## src/rtl/squeeze_f.sv

```systemverilog
// Iterated permutation core: loads (c, x, r) one cycle after reset release,
// runs `rounds` 32-bit word-mixing rounds, then holds the result with done=1.
module squeeze_f #(
   parameter int unsigned XWORDS32    = 2,
   parameter int unsigned DS_WIDTH    = 4,
   parameter int unsigned ROUND_COUNT = 4,
   parameter int unsigned RWIDTH      = 32,
   parameter int unsigned CWIDTH      = 320,
   parameter int unsigned IWIDTH      = 128
) (
   input  logic                     clk,
   input  logic                     reset,
   input  logic [IWIDTH-1:0]        i,
   input  logic [ROUND_COUNT-1:0]   rounds,
   input  logic [DS_WIDTH-1:0]      ds,
   input  logic [CWIDTH-1:0]        c,
   input  logic [RWIDTH-1:0]        r,
   input  logic [XWORDS32*32-1:0]   x,
   output logic [CWIDTH-1:0]        cout,
   output logic [RWIDTH-1:0]        rout,
   output logic [XWORDS32*32-1:0]   xout,
   output logic                     done
);

   localparam int unsigned XWIDTH = XWORDS32 * 32;
   localparam int unsigned SW     = CWIDTH + XWIDTH + RWIDTH;

   typedef enum logic [1:0] {F_LOAD, F_RUN, F_FIN} f_state_t;

   f_state_t               phase, phase_d;
   logic [SW-1:0]          st, st_d, rnd_st;
   logic [ROUND_COUNT-1:0] cnt, cnt_d;
   logic                   done_d;
   logic [31:0]            t;

   // One round: new word from words 0, 1 and last, then shift the word list down.
   always_comb begin
      t = (st[31:0] ^ st[SW-1 -: 32]) + {st[58:32], st[63:59]} + 32'({ds, cnt});
      rnd_st = {t, st[SW-1:32]};
      rnd_st[31:0] = rnd_st[31:0] ^ t;
   end

   always_ff @(posedge clk or posedge reset) begin
      if (reset) begin
         phase <= F_LOAD;
         st    <= '0;
         cnt   <= '0;
         done  <= 1'b0;
      end else begin
         phase <= phase_d;
         st    <= st_d;
         cnt   <= cnt_d;
         done  <= done_d;
      end
   end

   always_comb begin
      phase_d = phase;
      st_d    = st;
      cnt_d   = cnt;
      done_d  = done;
      unique case (phase)
         F_LOAD: begin
            st_d    = {c ^ CWIDTH'(i), x, r};
            cnt_d   = '0;
            phase_d = F_RUN;
         end
         F_RUN: begin
            if (cnt == rounds) begin
               done_d  = 1'b1;
               phase_d = F_FIN;
            end else begin
               st_d  = rnd_st;
               cnt_d = cnt + ROUND_COUNT'(1);
            end
         end
         F_FIN: ;
         default: phase_d = F_LOAD;
      endcase
   end

   assign cout = st[SW-1 -: CWIDTH];
   assign xout = st[RWIDTH +: XWIDTH];
   assign rout = st[RWIDTH-1:0];

endmodule

```

## src/rtl/squeeze.sv

```systemverilog
// Sponge squeeze phase: streams nblocks rate blocks over valid/ready,
// running one F permutation between consecutive blocks.
module squeeze #(
   parameter int unsigned CWIDTH = 320,
   parameter int unsigned RWIDTH = 32,
   parameter int unsigned XWIDTH = 64,
   parameter int unsigned IWIDTH = 128,
   parameter int unsigned NWIDTH = 8
) (
   input  logic              clk,
   input  logic              reset,
   input  logic              start,
   input  logic [CWIDTH-1:0] c,
   input  logic [RWIDTH-1:0] r,
   input  logic [XWIDTH-1:0] x,
   input  logic [NWIDTH-1:0] nblocks,
   input  logic [1:0]        domain,
   input  logic [3:0]        rounds,
   output logic [RWIDTH-1:0] out_block,
   output logic              out_valid,
   input  logic              out_ready,
   output logic              out_last,
   output logic [CWIDTH-1:0] cout,
   output logic [RWIDTH-1:0] rout,
   output logic [XWIDTH-1:0] xout,
   output logic              busy,
   output logic              done
);

   localparam int unsigned DS_WIDTH = 4;
   localparam int unsigned RC_WIDTH = 4;

   typedef enum logic [2:0] {
      S_IDLE, S_EMIT, S_PERM_START, S_PERM_WAIT, S_DONE
   } state_t;

   state_t                state, state_d;
   logic [CWIDTH-1:0]     c_reg, c_d;
   logic [RWIDTH-1:0]     r_reg, r_d;
   logic [XWIDTH-1:0]     x_reg, x_d;
   logic [NWIDTH-1:0]     n_reg, n_d, cnt, cnt_d;
   logic [1:0]            dom_reg, dom_d;
   logic [RC_WIDTH-1:0]   rnd_reg, rnd_d;

   logic [RWIDTH-1:0]     out_block_d;
   logic                  out_valid_d, out_last_d, busy_d, done_d;
   logic [CWIDTH-1:0]     cout_d;
   logic [RWIDTH-1:0]     rout_d;
   logic [XWIDTH-1:0]     xout_d;

   logic                  f_reset, f_reset_d, f_rst, f_done;
   logic [IWIDTH-1:0]     f_i;
   logic [DS_WIDTH-1:0]   f_ds;
   logic [CWIDTH-1:0]     f_cout;
   logic [RWIDTH-1:0]     f_rout;
   logic [XWIDTH-1:0]     f_xout;

   assign f_i   = '0;
   assign f_ds  = {dom_reg, 1'b1, 1'b0};
   assign f_rst = reset | f_reset;

   squeeze_f #(
      .XWORDS32   (XWIDTH / 32),
      .DS_WIDTH   (DS_WIDTH),
      .ROUND_COUNT(RC_WIDTH),
      .RWIDTH     (RWIDTH),
      .CWIDTH     (CWIDTH),
      .IWIDTH     (IWIDTH)
   ) u_f (
      .clk   (clk),
      .reset (f_rst),
      .i     (f_i),
      .rounds(rnd_reg),
      .ds    (f_ds),
      .c     (c_reg),
      .r     (r_reg),
      .x     (x_reg),
      .cout  (f_cout),
      .rout  (f_rout),
      .xout  (f_xout),
      .done  (f_done)
   );

   always_ff @(posedge clk or posedge reset) begin
      if (reset) begin
         state     <= S_IDLE;
         c_reg     <= '0;
         r_reg     <= '0;
         x_reg     <= '0;
         n_reg     <= '0;
         cnt       <= '0;
         dom_reg   <= '0;
         rnd_reg   <= '0;
         out_block <= '0;
         out_valid <= 1'b0;
         out_last  <= 1'b0;
         cout      <= '0;
         rout      <= '0;
         xout      <= '0;
         busy      <= 1'b0;
         done      <= 1'b0;
         f_reset   <= 1'b1;
      end else begin
         state     <= state_d;
         c_reg     <= c_d;
         r_reg     <= r_d;
         x_reg     <= x_d;
         n_reg     <= n_d;
         cnt       <= cnt_d;
         dom_reg   <= dom_d;
         rnd_reg   <= rnd_d;
         out_block <= out_block_d;
         out_valid <= out_valid_d;
         out_last  <= out_last_d;
         cout      <= cout_d;
         rout      <= rout_d;
         xout      <= xout_d;
         busy      <= busy_d;
         done      <= done_d;
         f_reset   <= f_reset_d;
      end
   end

   always_comb begin
      state_d = state;
      c_d     = c_reg;
      r_d     = r_reg;
      x_d     = x_reg;
      n_d     = n_reg;
      cnt_d   = cnt;
      dom_d   = dom_reg;
      rnd_d   = rnd_reg;
      cout_d  = cout;
      rout_d  = rout;
      xout_d  = xout;

      unique case (state)
         S_IDLE, S_DONE: begin
            if (start) begin
               c_d     = c;
               r_d     = r;
               x_d     = x;
               n_d     = nblocks;
               dom_d   = domain;
               rnd_d   = rounds;
               cnt_d   = '0;
               state_d = (nblocks == '0) ? S_DONE : S_EMIT;
            end
         end
         S_EMIT: begin
            if (out_valid && out_ready) begin
               cnt_d   = cnt + NWIDTH'(1);
               state_d = (cnt == n_reg - NWIDTH'(1)) ? S_DONE : S_PERM_START;
            end
         end
         S_PERM_START: state_d = S_PERM_WAIT;
         S_PERM_WAIT: begin
            if (f_done) begin
               c_d     = f_cout;
               r_d     = f_rout;
               x_d     = f_xout;
               state_d = S_EMIT;
            end
         end
         default: state_d = S_IDLE;
      endcase

      // Outputs are registered images of the next state and next working regs.
      out_valid_d = (state_d == S_EMIT);
      out_block_d = (state_d == S_EMIT) ? r_d : '0;
      out_last_d  = (state_d == S_EMIT) && (cnt_d == n_d - NWIDTH'(1));
      busy_d      = (state_d != S_IDLE) && (state_d != S_DONE);
      done_d      = (state_d == S_DONE);
      f_reset_d   = (state_d != S_PERM_WAIT);
      if (state_d == S_DONE) begin
         cout_d = c_d;
         rout_d = r_d;
         xout_d = x_d;
      end
   end

endmodule

```

## config.mk

```make
export PLATFORM = sky130hd
export DESIGN_NAME = squeeze
export DESIGN_NICKNAME = d
export VERILOG_FILES = /design/src/rtl/squeeze_f.sv /design/src/rtl/squeeze.sv
export SDC_FILE = /design/constraint.sdc
export NUM_CORES = 2
export LEC_CHECK = 0
export ABC_AREA = 1
export ABC_CLOCK_PERIOD_IN_PS = 30700
export BUFFER_PORTS_ARGS = -buffer_cell sky130_fd_sc_hd__buf_2
export CAP_MARGIN = 40
export CORE_MARGIN = 4
export CORE_UTILIZATION = 45
export DETAILED_ROUTE_END_ITERATION = 10
export HOLD_SLACK_MARGIN = 0.08
export PLACE_DENSITY = 0.62
export SLEW_MARGIN = 40
export SYNTH_ARGS = -nofsm -noshare
export SYNTH_HDL_FRONTEND = slang
export SYNTH_SLANG_ARGS = --single-unit
```

## constraint.sdc

```tcl
create_clock -name clk -period 30.7 [get_ports clk]
set_input_delay 3.07 -clock clk [delete_from_list [all_inputs] [get_ports clk]]
set_output_delay 3.07 -clock clk [all_outputs]
set_load 0.01 [all_outputs]
```

==> impl_metrics.csv <==
group,metric,value,unit
outcome,status,"finished, final reports clean",
timing,fmax,160,MHz
die,initial_core_util,45.3,%
place,place_area,65300,um2
global_routing,grt_pass1_wl,346000,um
power_and_ir_drop,leakagePower,37.8,nW
final_layout,post-route-util,53.6,%
cts,clock-root-buffer,"clkbuf_16",
die,fp.dieH,372,um
worst_setup_path,crit_top_cell,"nand2_1",
final_layout,fin_cells,9507,
routing,vias,54050,
die,die_area,139000,um2
logic_synthesis,syn_area,59700,um2
timing,tightest_slew,0.899,ns
cts,clock_latency,0.80,ns
worst_setup_path,cp_max_fo,115,
worst_setup_path,cp.arrival,6.96,ns
cts,cts_setup_buffers,0,
cts,htree_levels,4,
routing,wl_per_cell,24.9,um
run,cap_viol_max_count,0,
place,placed_cells,9190,
global_routing,grt_pass1_vias,51944,
timing,hold_viol,0,
final_layout,fin_nets,8088,
timing,rsz0062_at_grt,"no",
power_and_ir_drop,peakVddDrop,0.000110,V
worst_setup_path,max_stage_delay,0.62,ns
final_layout,largest_reg_flops,416,
logic_synthesis,netlist-cell-type-count,37,
power_and_ir_drop,p_per_area,129,nW/um2
logic_synthesis,synth_seq_area_share,55.2,%
hold_path,hold_class,"reg -> async",
logic_synthesis,ys.flop_type,"dfrtp_1",
worst_setup_path,cp_top_family,"buffers and inverters",
place,hpwl,164000,um
timing,fin_crit_sh,20.3,%
place,gp_congestion,0.932,
place,portBuffers,885,
logic_synthesis,synth_edf_count,0,
timing,slew_viol_final,0,
logic_synthesis,synth_async_sr_flop_share,100,%
worst_setup_path,path_cells,"buf_2 > nand2_1 > buf_4 > nor2_1 > a21oi_1 > nand2_4 > nand2_8 > buf_6 > buf_12 > buf_16 > nand2_1 > nand2_1",
timing,period_minus_slack,6.24,ns
final_layout,fin_area,70600,um2
die,placement_rows,133,
logic_synthesis,syn_nets,7444,
routing,drt_first_pass_iters,6,
die,ios,886,
worst_setup_path,crit_type,"in -> reg",
timing,slew_headroom,40.1,%
timing,final.setup_skew,0.0223,ns
cts,clock_path_buffers,3,
worst_setup_path,crit_buf_inv,5,
global_routing,grt.total_usage,33.6,%
cts,clkSinkCount,1317,
routing,drc,0,
global_routing,grt_start_max_net_pins,200,
timing,finalSetupTns,0,ns
final_layout,drive_gt1_share,15.9,%
worst_setup_path,crit_path_start_kind,"input pin",
global_routing,grt_remaining_overflow,0,
cts,ctsResizeCount,0,
cts,numCtsBuffers,147,
cts,path_clk_slew,0.06,ns
global_routing,antenna_found_initial,65,
timing,hold_ws,0.303,ns
timing,setup_viol,0,
die,die_w,372,um
routing,drt-vias-per-instance,5.69,
routing,drtIter0Drc,5983,
worst_setup_path,cp.required,31.42,ns
logic_synthesis,ys_seq_elements,1317,
logic_synthesis,avgSynthCellArea,8.60,um2
logic_synthesis,yosysWarnings,0,
worst_setup_path,cp-end-kind,"register",
die,core-area,132000,um2
routing,detail-route-antenna-nets,0,
cts,cts_tree,"yes",
routing,drt_wl_total,237000,um
logic_synthesis,synthCells,6944,
worst_setup_path,cpMaxStageDelayCell,"nand2_8",
cts,hold_buffers,0,
final_layout,syn2layout_area_growth,18.2,%
worst paths after layout:
kind	startpoint	to	slack, ns	depth (start not counted)
setup / recovery	start	cout[241]$_DFFE_PP0N_	24.46	12
hold / removal	f_reset$_DFF_PP1_	u_f.st[373]$_DFFE_PP0P_	0.30	1
setup reg to reg	n_reg[0]$_DFF_PP0_	cout[241]$_DFFE_PP0N_	26.30	16
hold reg to reg	f_reset$_DFF_PP1_	u_f.st[373]$_DFFE_PP0P_	0.30	1
max in group asynchronous	reset	c_reg[81]$_DFF_PP0_	25.42	6
min in group clk	cout[156]$_DFFE_PP0N_	cout[156]$_DFFE_PP0N_	0.47	2
per-layer routing:
layer	vias up	track usage (%)	part of all wire (%)	routed length (um)
li1	24257	-	-	-
met1	26712	47.5	42	100000
met2	2633	50.1	44	105000
met3	420	6.70	8.7	20500
met4	28	14.9	4.6	10900
met5	-	0	0.077	183
Yosys cell counts (34+ instances only):
library cell | count | area share [%]
dfrtp_1 | 1316 | 55
nor2_1 | 187 | 1.2
o211ai_1 | 320 | 4.0
clkbuf_1 | 277 | 1.7
ha_1 | 59 | 1.2
a21oi_1 | 45 | 0.38
a31oi_1 | 51 | 0.53
buf_1 | 34 | 0.21
nand3_1 | 521 | 4.4
buf_4 | 34 | 0.43
inv_1 | 571 | 3.6
buf_2 | 109 | 0.91
a22oi_1 | 421 | 5.3
o21ai_0 | 397 | 3.3
nand2_1 | 2448 | 15
xor2_1 | 34 | 0.50
metrics by stage:
stage          power, mW  setup WS (ns)
6_report            9.11          24.46
5_1_grt             9.74          24.14
4_1_cts             9.07          24.49
3_5_place_dp        7.22          23.63
3_3_place_gp        7.12          23.24
2_1_floorplan       5.63           2.19
kinds of logic (layout without fill, tap and decap cells):
kind of cell               count (synthesis)  count (layout)  synth area share, %
xor gates and xnor gates                  53              53                0.778
buffers and inverters                   1043            1805                 7.14
AOI/OAI and AO/OA                       1281            1281                 14.2
and+or+nand+nor                         3184            3184                 21.2
DFF                                     1317            1317                 55.2
adders and majority gates                 66              66                 1.47
other                                      0              46                    0
cells in the final DEF (no fill, tap or decap), types with 6 or more instances in the layout:
master,n
o211ai_1,320
xnor2_1,19
nor3_1,8
buf_6,26
buf_2,885
o21ai_0,397
clkbuf_16,147
dfrtp_1,1316
xor2_1,34
ha_1,59
o22ai_1,8
nand4_1,8
a21oi_1,45
fa_1,7
clkinv_2,17
a22oi_1,421
clkbuf_1,30
o21a_1,23
nand2_1,2444
diode_2,46
a221o_1,6
clkinv_8,7
bufinv_16,7
buf_4,21
nand3_1,520
buf_16,13
inv_1,570
a31oi_1,51
clkbuf_8,46
buf_12,15
nor2_1,181
where the power goes:
part	internal (mW)	leakage (nW)	switching (mW)
sequential	2.52	17.3	0.600
clock	1.06	2.47	0.765
combinational	1.27	18.0	2.89
total	4.86	37.8	4.25
final cells by class:
cell class	instances	area [um2]
Clock buffer	223	4420
Clock inverter	44	593
Timing Repair Buffer	960	5540
Multi-Input combinational cell	4584	22600
Inverter	578	2190
Antenna cell	46	115
Sequential cell	1317	33000
Tap cell	1755	2200
Fill cell	12374	61100
worst reg2reg max path, delay by kind of cell, from the launching register on:
kind                     cells  cell delay (ns)
AND/OR/NAND/NOR              9             1.88
buffers and inverters        5             1.75
flip-flops                   1             0.39
adder cells (fa/ha/maj)      1             0.19
XOR/XNOR                     1             0.14
Power figures use the tool's default switching activity.
